==> src/rtl/adder_tree_pipe.sv <==
// adder_tree_pipe: registered binary adder tree summing N_IN unsigned operands
// at full precision, with one global stall enable and optional saturation.
module adder_tree_pipe #(
  parameter int N_IN = 7,
  parameter int W    = 8,
  parameter bit SAT  = 1'b0
) (
  input  logic                      clk,
  input  logic                      rst_n,
  input  logic                      in_valid,
  output logic                      in_ready,
  input  logic [N_IN*W-1:0]         in_data,
  output logic                      out_valid,
  input  logic                      out_ready,
  output logic [W-1:0]              sum,
  output logic [W+$clog2(N_IN)-1:0] sum_full,
  output logic                      ovf
);
  localparam int L  = $clog2(N_IN);
  localparam int WF = W + L;
  localparam logic [WF-1:0] MAX_W = WF'({W{1'b1}});

  typedef logic [N_IN-1:0][WF-1:0] level_t;

  if (N_IN < 2 || N_IN > 16) begin : g_bad_n
    $error("adder_tree_pipe: N_IN must be within 2..16");
  end
  if (W < 2 || W > 32) begin : g_bad_w
    $error("adder_tree_pipe: W must be within 2..32");
  end

  function automatic logic ovf_of(input logic [WF-1:0] v);
    return v > MAX_W;
  endfunction

  function automatic logic [W-1:0] sat_fn(input logic [WF-1:0] v);
    if (SAT && ovf_of(v)) return '1;
    return v[W-1:0];
  endfunction

  logic         adv;
  logic [L-1:0] vld_q, vld_d;
  level_t       lvl_q [L];
  level_t       lvl_d [L];
  logic [W-1:0] sum_q;
  logic         ovf_q;

  assign adv       = out_ready || !out_valid;
  assign in_ready  = adv;
  assign out_valid = vld_q[L-1];
  assign sum       = sum_q;
  assign sum_full  = lvl_q[L-1][0];
  assign ovf       = ovf_q;

  always_comb begin
    vld_d[0] = in_valid;
    for (int i = 1; i < L; i++) vld_d[i] = vld_q[i-1];
  end

  // Each level folds entry k of the previous level into slot k/2, so pairs
  // add and an odd trailing entry passes through unchanged.
  always_comb begin : p_tree
    level_t src;
    int     cnt;
    src = '0;
    for (int k = 0; k < N_IN; k++) src[k] = WF'(in_data[k*W +: W]);
    cnt = N_IN;
    for (int i = 0; i < L; i++) begin
      lvl_d[i] = '0;
      for (int k = 0; k < N_IN; k++) begin
        if (k < cnt) lvl_d[i][k/2] = lvl_d[i][k/2] + src[k];
      end
      cnt = (cnt + 1) / 2;
      src = lvl_q[i];
    end
  end

  always_ff @(posedge clk or negedge rst_n) begin
    if (!rst_n) begin
      vld_q <= '0;
      for (int i = 0; i < L; i++) lvl_q[i] <= '0;
      sum_q <= '0;
      ovf_q <= 1'b0;
    end else if (adv) begin
      vld_q <= vld_d;
      for (int i = 0; i < L; i++) lvl_q[i] <= lvl_d[i];
      sum_q <= sat_fn(lvl_d[L-1][0]);
      ovf_q <= ovf_of(lvl_d[L-1][0]);
    end
  end

endmodule

==> config.mk <==
export PLATFORM = sky130hd
export DESIGN_NAME = adder_tree_pipe
export DESIGN_NICKNAME = d
export VERILOG_FILES = /design/src/rtl/adder_tree_pipe.sv
export SDC_FILE = /design/constraint.sdc
export NUM_CORES = 1
export LEC_CHECK = 0
export BUFFER_PORTS_ARGS = -buffer_cell sky130_fd_sc_hd__buf_2
export CAP_MARGIN = 20
export CELL_PAD_IN_SITES_DETAIL_PLACEMENT = 0
export CELL_PAD_IN_SITES_GLOBAL_PLACEMENT = 1
export CORE_UTILIZATION = 35
export CTS_CLUSTER_DIAMETER = 80
export CTS_CLUSTER_SIZE = 28
export DETAILED_ROUTE_END_ITERATION = 16
export PLACE_DENSITY = 0.65
export SYNTH_ARGS = -nofsm -noshare
export SYNTH_HDL_FRONTEND = slang
export SYNTH_SLANG_ARGS = --single-unit
==> constraint.sdc <==
create_clock -name clk -period 4.5 [get_ports clk]
set_input_delay 1.35 -clock clk [delete_from_list [all_inputs] [get_ports clk]]
set_output_delay 1.35 -clock clk [all_outputs]
set_load 0.02 [all_outputs]
== After elaboration in Yosys (flattened, before gate mapping) ==
Cells that the tools add are included.

* Register bits after elaboration: 86
* Bits of input ports: 60
* Output and inout bits: 22
* Word-level logic and storage cells: 19

* Add/subtract/negate cells: 6
* Magnitude comparators: 1
* Reductions and logical operators: 2

{| class="wikitable"
|+ Operators with widths
! operator !! count
|-
| $add 8x8->9 || 3
|-
| $add 11x11->11 || 2
|-
| $add 11x8->11 || 1
|-
| $gt 11x8->1 const B || 1
|-
| $logic_not 1->1 || 1
|-
| $logic_or 1x1->1 || 1
|}

== Logic depth before layout (Yosys ltp) ==
Gate-level depths: netlist of run 1.

* Word-level depth: 2
* Depth in mapped cells: 8
* Depth with buffers taken out: 8

== Least setup slack after synthesis of run 1 ==
Ideal clock, no wire load.

* Path type: in2out
* Start point: input out_ready
* End point: output in_ready
* Data arrival time: 2,083 ps
* Data required time: 3,150 ps
* Path slack: 1,067 ps
* Stages: 4
* Buffers on the path: 2
* Cells stage by stage: nor2b_1 > clkbuf_1 > clkinv_1 > clkbuf_1

* Word-level cells in the longest chain between the ends: 1

{| class="wikitable"
|+ RTL lines
! what !! RTL line !! RTL
|-
| start, declared || 14 || <nowiki>input logic out_ready,</nowiki>
|-
| $logic_or 1x1->1 || 48 || <nowiki>assign adv = out_ready || !out_valid;</nowiki>
|-
| end, declared || 11 || <nowiki>output logic in_ready,</nowiki>
|}

No other way between the ends.

== Final worst setup path of run 1 ==
Ends and elaborated chain as after synthesis.

==> out/summary.txt, run 1 <==
# hold bufs at CTS - 0
TNS Setup - 0 ps
Max frequency - 0.315 GHz
Synth Net Count - 643
Slew HR - 0.397
Layout Cells excl Fill - 768
Layout cells sized above 1 - 0.181
Vias per cell - 4.88
CTS tree - yes
Antenna-violating nets left - 0
First-pass GRT wire length - 16,700 µm
Area growth from synthesis to layout - 16.4%
Setup Viol. Count Final - 0
Crit-path slowest cell - nor2b_4
Initial Util - 0.359
Max Root-Sink Buffers - 2
Slew Limit Fails - 0
Highest routed layer - met4
CTS H-tree depth - 3
Clock root buffer - clkbuf_16
Critical path type - input port to primary output
Row cnt - 42
Minimum clock period - 3170 ps
WL final - 9560 µm
Netlist cell types - 41
Worst-Margin Slew - 905 ps
Die ar. - 14,000 µm²
Detailed-route wire length per cell - 12.4 µm
R2R Path Start - lvl_q[77]
Sw frac - 0.407
Worst Hold Launch - vld_q[1]
Post-Synthesis Cell Area - 4750 µm²
Placer Congestion - 0.747
DR iter-0 viols - 137
Synth warnings - 0
WP data arrival - 1820 ps
Die height - 118 µm
# port buffers - 81
Endpoint class of the critical path - primary output
Yosys reg bits - 70
Max_cap viols - 0
WL met3 - 267 µm
RSZ-0062 raised after global routing - no
Placeable Area - 13,200 µm²
Tcrit/Tclk final - 0.704
N_diodes - 0
Clock network power share - 0.200
DP Wirelength - 7170 µm
VDD IR max - 0.216 mV
Cts bufs inserted - 9
Worst path bufs/invs - 3
Ranking of synthesized cells by area - dfrtp_1 (37%), ha_1 (13%), nand2_1 (5.8%)
Crit-path leading delay family - buffers and inverters
Final #Nets - 704
Register area share after synthesis - 0.369
DRC violations left - 0
Ports - 82
CP max stage delay - 150 ps
Worst Hold Class - flop to flop
First-pass iteration count of the detailed router - 4
P_sw - 1.51 mW
Comb pwr share - 0.514
Fraction of registers with async set/reset - 1.00
Final Hold Fails - 0
Total track usage - 0.148
Post-CTS Setup Inserts - 0
Power Density - 673 nW/µm²
Clock Pin Slew Worst Setup and Hold Paths - 50 ps
Startpoint Class - input port
Clk_skew - 6.11 ps
Post-DP Area - 5200 µm²
Number of synthesized flops with an enable pin - 0
CP Cell Sequence - buf_2 -> nor2b_4 -> inv_2 -> buf_2
Mapped Cells - 526
Largest area contributor in the netlist - dfrtp_1
Clk_lat worst skew - 330 ps
Int Power - 2.20 mW
Wire length on met2 - 4230 µm
Ys flop type - dfrtp_1
Vias in the first global route - 3,630
Die Wd - 118 µm
CP dominant cell by count - buf_2
Sequential power share - 0.287
WHS - 458 ps
Outcome - complete, no violations
Setup crit start - out_ready
GR Overflow Total - 0
Crit-path max FO - 2
Met1 wire length - 4950 µm
Placed insts - 752
Post-cts resize count - 0
Initial antenna violation count - 0
Design Area, Final - 5530 µm²
Top-area cell type share of the netlist area - 0.369
Syn Area/Cell - 9.03 µm²
CTS Sinks - 70
Largest net degree at the start of global routing - 71
Critical Path RT - 3150 ps
Vias - 3,745
Leakage - 2.62 nW
-- flip-flops by register name (all words and copies together) (netlist names) --
signal,cells
sum,7
ovf,1
vld_q,3
lvl_q,55
sum_full,4
-- routing by layer --
layer / vias up / track usage
met1: 1693 / 0.206
met2: 57 / 0.225
met4: 0 / 0.0427
li1: 1988 / -
met5: - / 0
met3: 7 / 0.0367
-- path summary, 6_finish.rpt --
path / depth (start not counted) / to / slack, ps
max in group asynchronous: 2 / lvl_q[168] / 2660
min in group asynchronous: 2 / sum[2] / 1200
worst min register to register: 1 / vld_q[2] / 460
worst max-delay path: 4 / in_ready / 1330
worst min-delay path: 1 / vld_q[2] / 460
worst max register to register: 7 / sum_full[10] / 2180
-- layout make-up --
cell class	count	area, µm²
Clock inverter	3	40.0
Timing Repair Buffer	85	435
Fill cell	1358	7720
Inverter	21	78.8
Multi-Input combinational cell	400	2720
Clock buffer	13	280
Sequential cell	70	1750
Tap cell	176	220
-- power groups by stage --
stage / registers [mW] / clock network, mW / logic, mW
floorplan: 1.03 / 0 / 1.62
detailed placement: 1.09 / 0 / 1.92
CTS: 1.08 / 0.763 / 1.93
finish: 1.07 / 0.743 / 1.91
global placement: 1.07 / 0 / 1.90
global route: 1.11 / 0.797 / 2.17
-- synth_stat cells, types with 3 or more instances --
master     n
a211oi_1  21
a21o_1    15
a21oi_1   28
a31oi_1    8
buf_1      3
buf_2      3
buf_4     19
clkbuf_1  10
dfrtp_1   70
fa_1       6
ha_1      51
inv_1     20
nand2_1   73
nand2b_1   3
nand3_1    4
nor2_1    38
nor2b_1    9
nor3_1    15
nor3b_1    7
o21a_1    11
o21ai_0   49
o21bai_1   9
o31a_1     9
o31ai_1    3
xor2_1    20
-- through the flow --
step            util  worst slack, ps  total power, mW
3_5_place_dp   0.393             1310             3.00
6_report       0.417             1330             3.72
3_3_place_gp   0.393             1300             2.98
5_1_grt        0.417             1300             4.07
4_1_cts        0.417             1310             3.77
2_1_floorplan      -             1070             2.65
-- cells by family after synthesis --
kind of cell,count (synthesis),share of synthesized area
buffers and inverters,56,0.0601
adders and majority gates,57,0.160
muxes,2,0.00422
and+or+nand+nor,155,0.143
xor gates and xnor gates,22,0.0406
DFF,70,0.369
AOI/OAI and AO/OA,164,0.223
-- placed cells by master, fill, tap and decap left out, types with 3 or more instances in the layout --
cell	n
buf_2	81
nand2b_1	3
nand3_1	4
buf_4	4
a211oi_1	21
nor2b_1	8
o21ai_0	49
o31a_1	9
fa_1	6
dfrtp_1	70
o31ai_1	3
nor3b_1	7
clkbuf_16	9
clkbuf_8	4
o21bai_1	9
o21a_1	11
a21oi_1	28
nand2_1	73
a21o_1	15
a31oi_1	8
xor2_1	20
nor2_1	38
inv_1	20
ha_1	51
nor3_1	15
No activity file was read; power rests on OpenSTA's default activity.
==> run 2, diff against run 1 <==
Clock period 4.5 ns to 2.94 ns, I/O delays scaled along.
==> run 2 against run 1 <==
Cell count decreased by 0.26%; critical path depth increased by 3; global-route usage increased by 0.18 points; combinational power increased by 53%; largest cell class unchanged.
==> out/summary.txt, run 2 (same netlist as run 1, synthesis figures left out) <==
TNS Setup - 0 ps
Clock root buffer - clkbuf_16
Setup Viol. Count Final - 0
VDD IR max - 0.300 mV
Initial Util - 0.359
Final #Nets - 703
WP data arrival - 2500 ps
Biggest register - lvl_q
CP max stage delay - 450 ps
Crit-path leading delay family - compound AO/OA/AOI/OAI gates
Int Power - 3.33 mW
Minimum clock period - 2290 ps
Tcrit/Tclk final - 0.780
Detailed-route wire length per cell - 12.7 µm
Max frequency - 0.436 GHz
Max Root-Sink Buffers - 2
Vias per cell - 4.94
Worst-Margin Slew - 644 ps
CP Cell Sequence - ha_1 -> fa_1 -> a211oi_2 -> nor2_1 -> o31a_1 -> a2111oi_2 -> nor3_1
Placer Congestion - 0.757
Slew HR - 0.571
Layout Cells excl Fill - 766
Crit-path max FO - 4
Cts bufs inserted - 9
GR Overflow Total - 0
Worst path bufs/invs - 0
DR iter-0 viols - 113
First-pass iteration count of the detailed router - 4
Ports - 82
Area growth from synthesis to layout - 16.3%
Die height - 118 µm
WL final - 9710 µm
Post-CTS Setup Inserts - 0
Clk_skew - 5.72 ps
Most frequent cells in the layout - buf_2 (81), nand2_1 (73), dfrtp_1 (70)
Largest net degree at the start of global routing - 88
Initial antenna violation count - 0
Largest register FFs - 55
Clk_lat worst skew - 330 ps
RSZ-0062 raised after global routing - no
WHS - 459 ps
Comb pwr share - 0.519
Post-cts resize count - 0
Sw frac - 0.410
Die Wd - 118 µm
Endpoint class of the critical path - flop
Worst Hold Class - flop to flop
Startpoint Class - flop
Max_cap viols - 0
P_sw - 2.31 mW
Leakage - 2.61 nW
# hold bufs at CTS - 0
First-pass GRT wire length - 17,100 µm
Placed insts - 751
Critical Path RT - 3140 ps
Most common cell after layout, fill and taps aside - buf_2
Clock Pin Slew Worst Setup and Hold Paths - 60 ps
Power Density - 1020 nW/µm²
Slew Limit Fails - 0
CTS tree - yes
# port buffers - 81
Vias in the first global route - 3,783
Placeable Area - 13,200 µm²
CTS Sinks - 70
DP Wirelength - 7170 µm
Total track usage - 0.149
Clock network power share - 0.193
Row cnt - 42
Critical path type - flop to flop
N_diodes - 0
Vias - 3,786
Crit-path slowest cell - fa_1
Antenna-violating nets left - 0
Final Hold Fails - 0
Layout cells sized above 1 - 0.176
Sequential power share - 0.289
Die ar. - 14,000 µm²
R2R setup slack - 650 ps
CTS H-tree depth - 3
DRC violations left - 0
Outcome - complete, no violations
==> run 2: cell types whose count changed in the layout (fill, tap and decap cells not counted) <==
cell,delta
buf_4,-3
buf_12,+2
clkbuf_8,-2
clkbuf_1,+1
clkinv_2,-1
clkinv_4,+1
==> run 2: through the flow <==
step	util	power (mW)	setup slack [ps]	area (µm²)
2_1_floorplan	-	4.05	443	4750
3_3_place_gp	0.394	4.57	479	5220
3_5_place_dp	0.394	4.61	426	5220
4_1_cts	0.417	5.73	617	5520
5_1_grt	0.417	6.18	456	5520
6_report	0.417	5.65	646	5520
==> run 2: worst register-to-register path, stage by stage, from the launching register on <==
cell and delay, ps:
dfrtp_1 380, ha_1 240, fa_1 450, a211oi_2 230, nor2_1 100, o31a_1 310
a2111oi_2 370, nor3_1 90
==> run 2: layout make-up <==
cell class / instances / area (µm²)
repair buffers: 84 / 453
flip-flops and latches: 70 / 1750
clock inverters: 3 / 43.8
well taps: 176 / 220
fillers: 1388 / 7720
clock buffers: 12 / 256
multi-input cells: 400 / 2720
inverters: 21 / 78.8
==> run 2: routing by layer <==
layer,vias to the layer above,track usage,wire (µm)
met2,62,0.235,4340
met3,8,0.0304,315
met5,-,0,0
met1,1736,0.203,4870
li1,1980,-,-
met4,0,0.0546,186
==> run 2: power groups by stage <==
stage                     combinational [mW]  clock, mW  sequential (mW)
after floorplan                         2.47          0             1.57
after global placement                  2.93          0             1.64
after detailed placement                2.95          0             1.66
after CTS                               2.97       1.12             1.64
after global routing                    3.34       1.16             1.69
final                                   2.93       1.09             1.63
==> run 2: path summary, 6_finish.rpt <==
path,startpoint,end,cells after the start
setup / recovery,lvl_q[77],sum_full[10],7
hold / removal,vld_q[1],vld_q[2],1
setup reg to reg,lvl_q[77],sum_full[10],7
hold reg to reg,vld_q[1],vld_q[2],1
max in group asynchronous,rst_n,lvl_q[179],2
min in group asynchronous,rst_n,sum[2],2
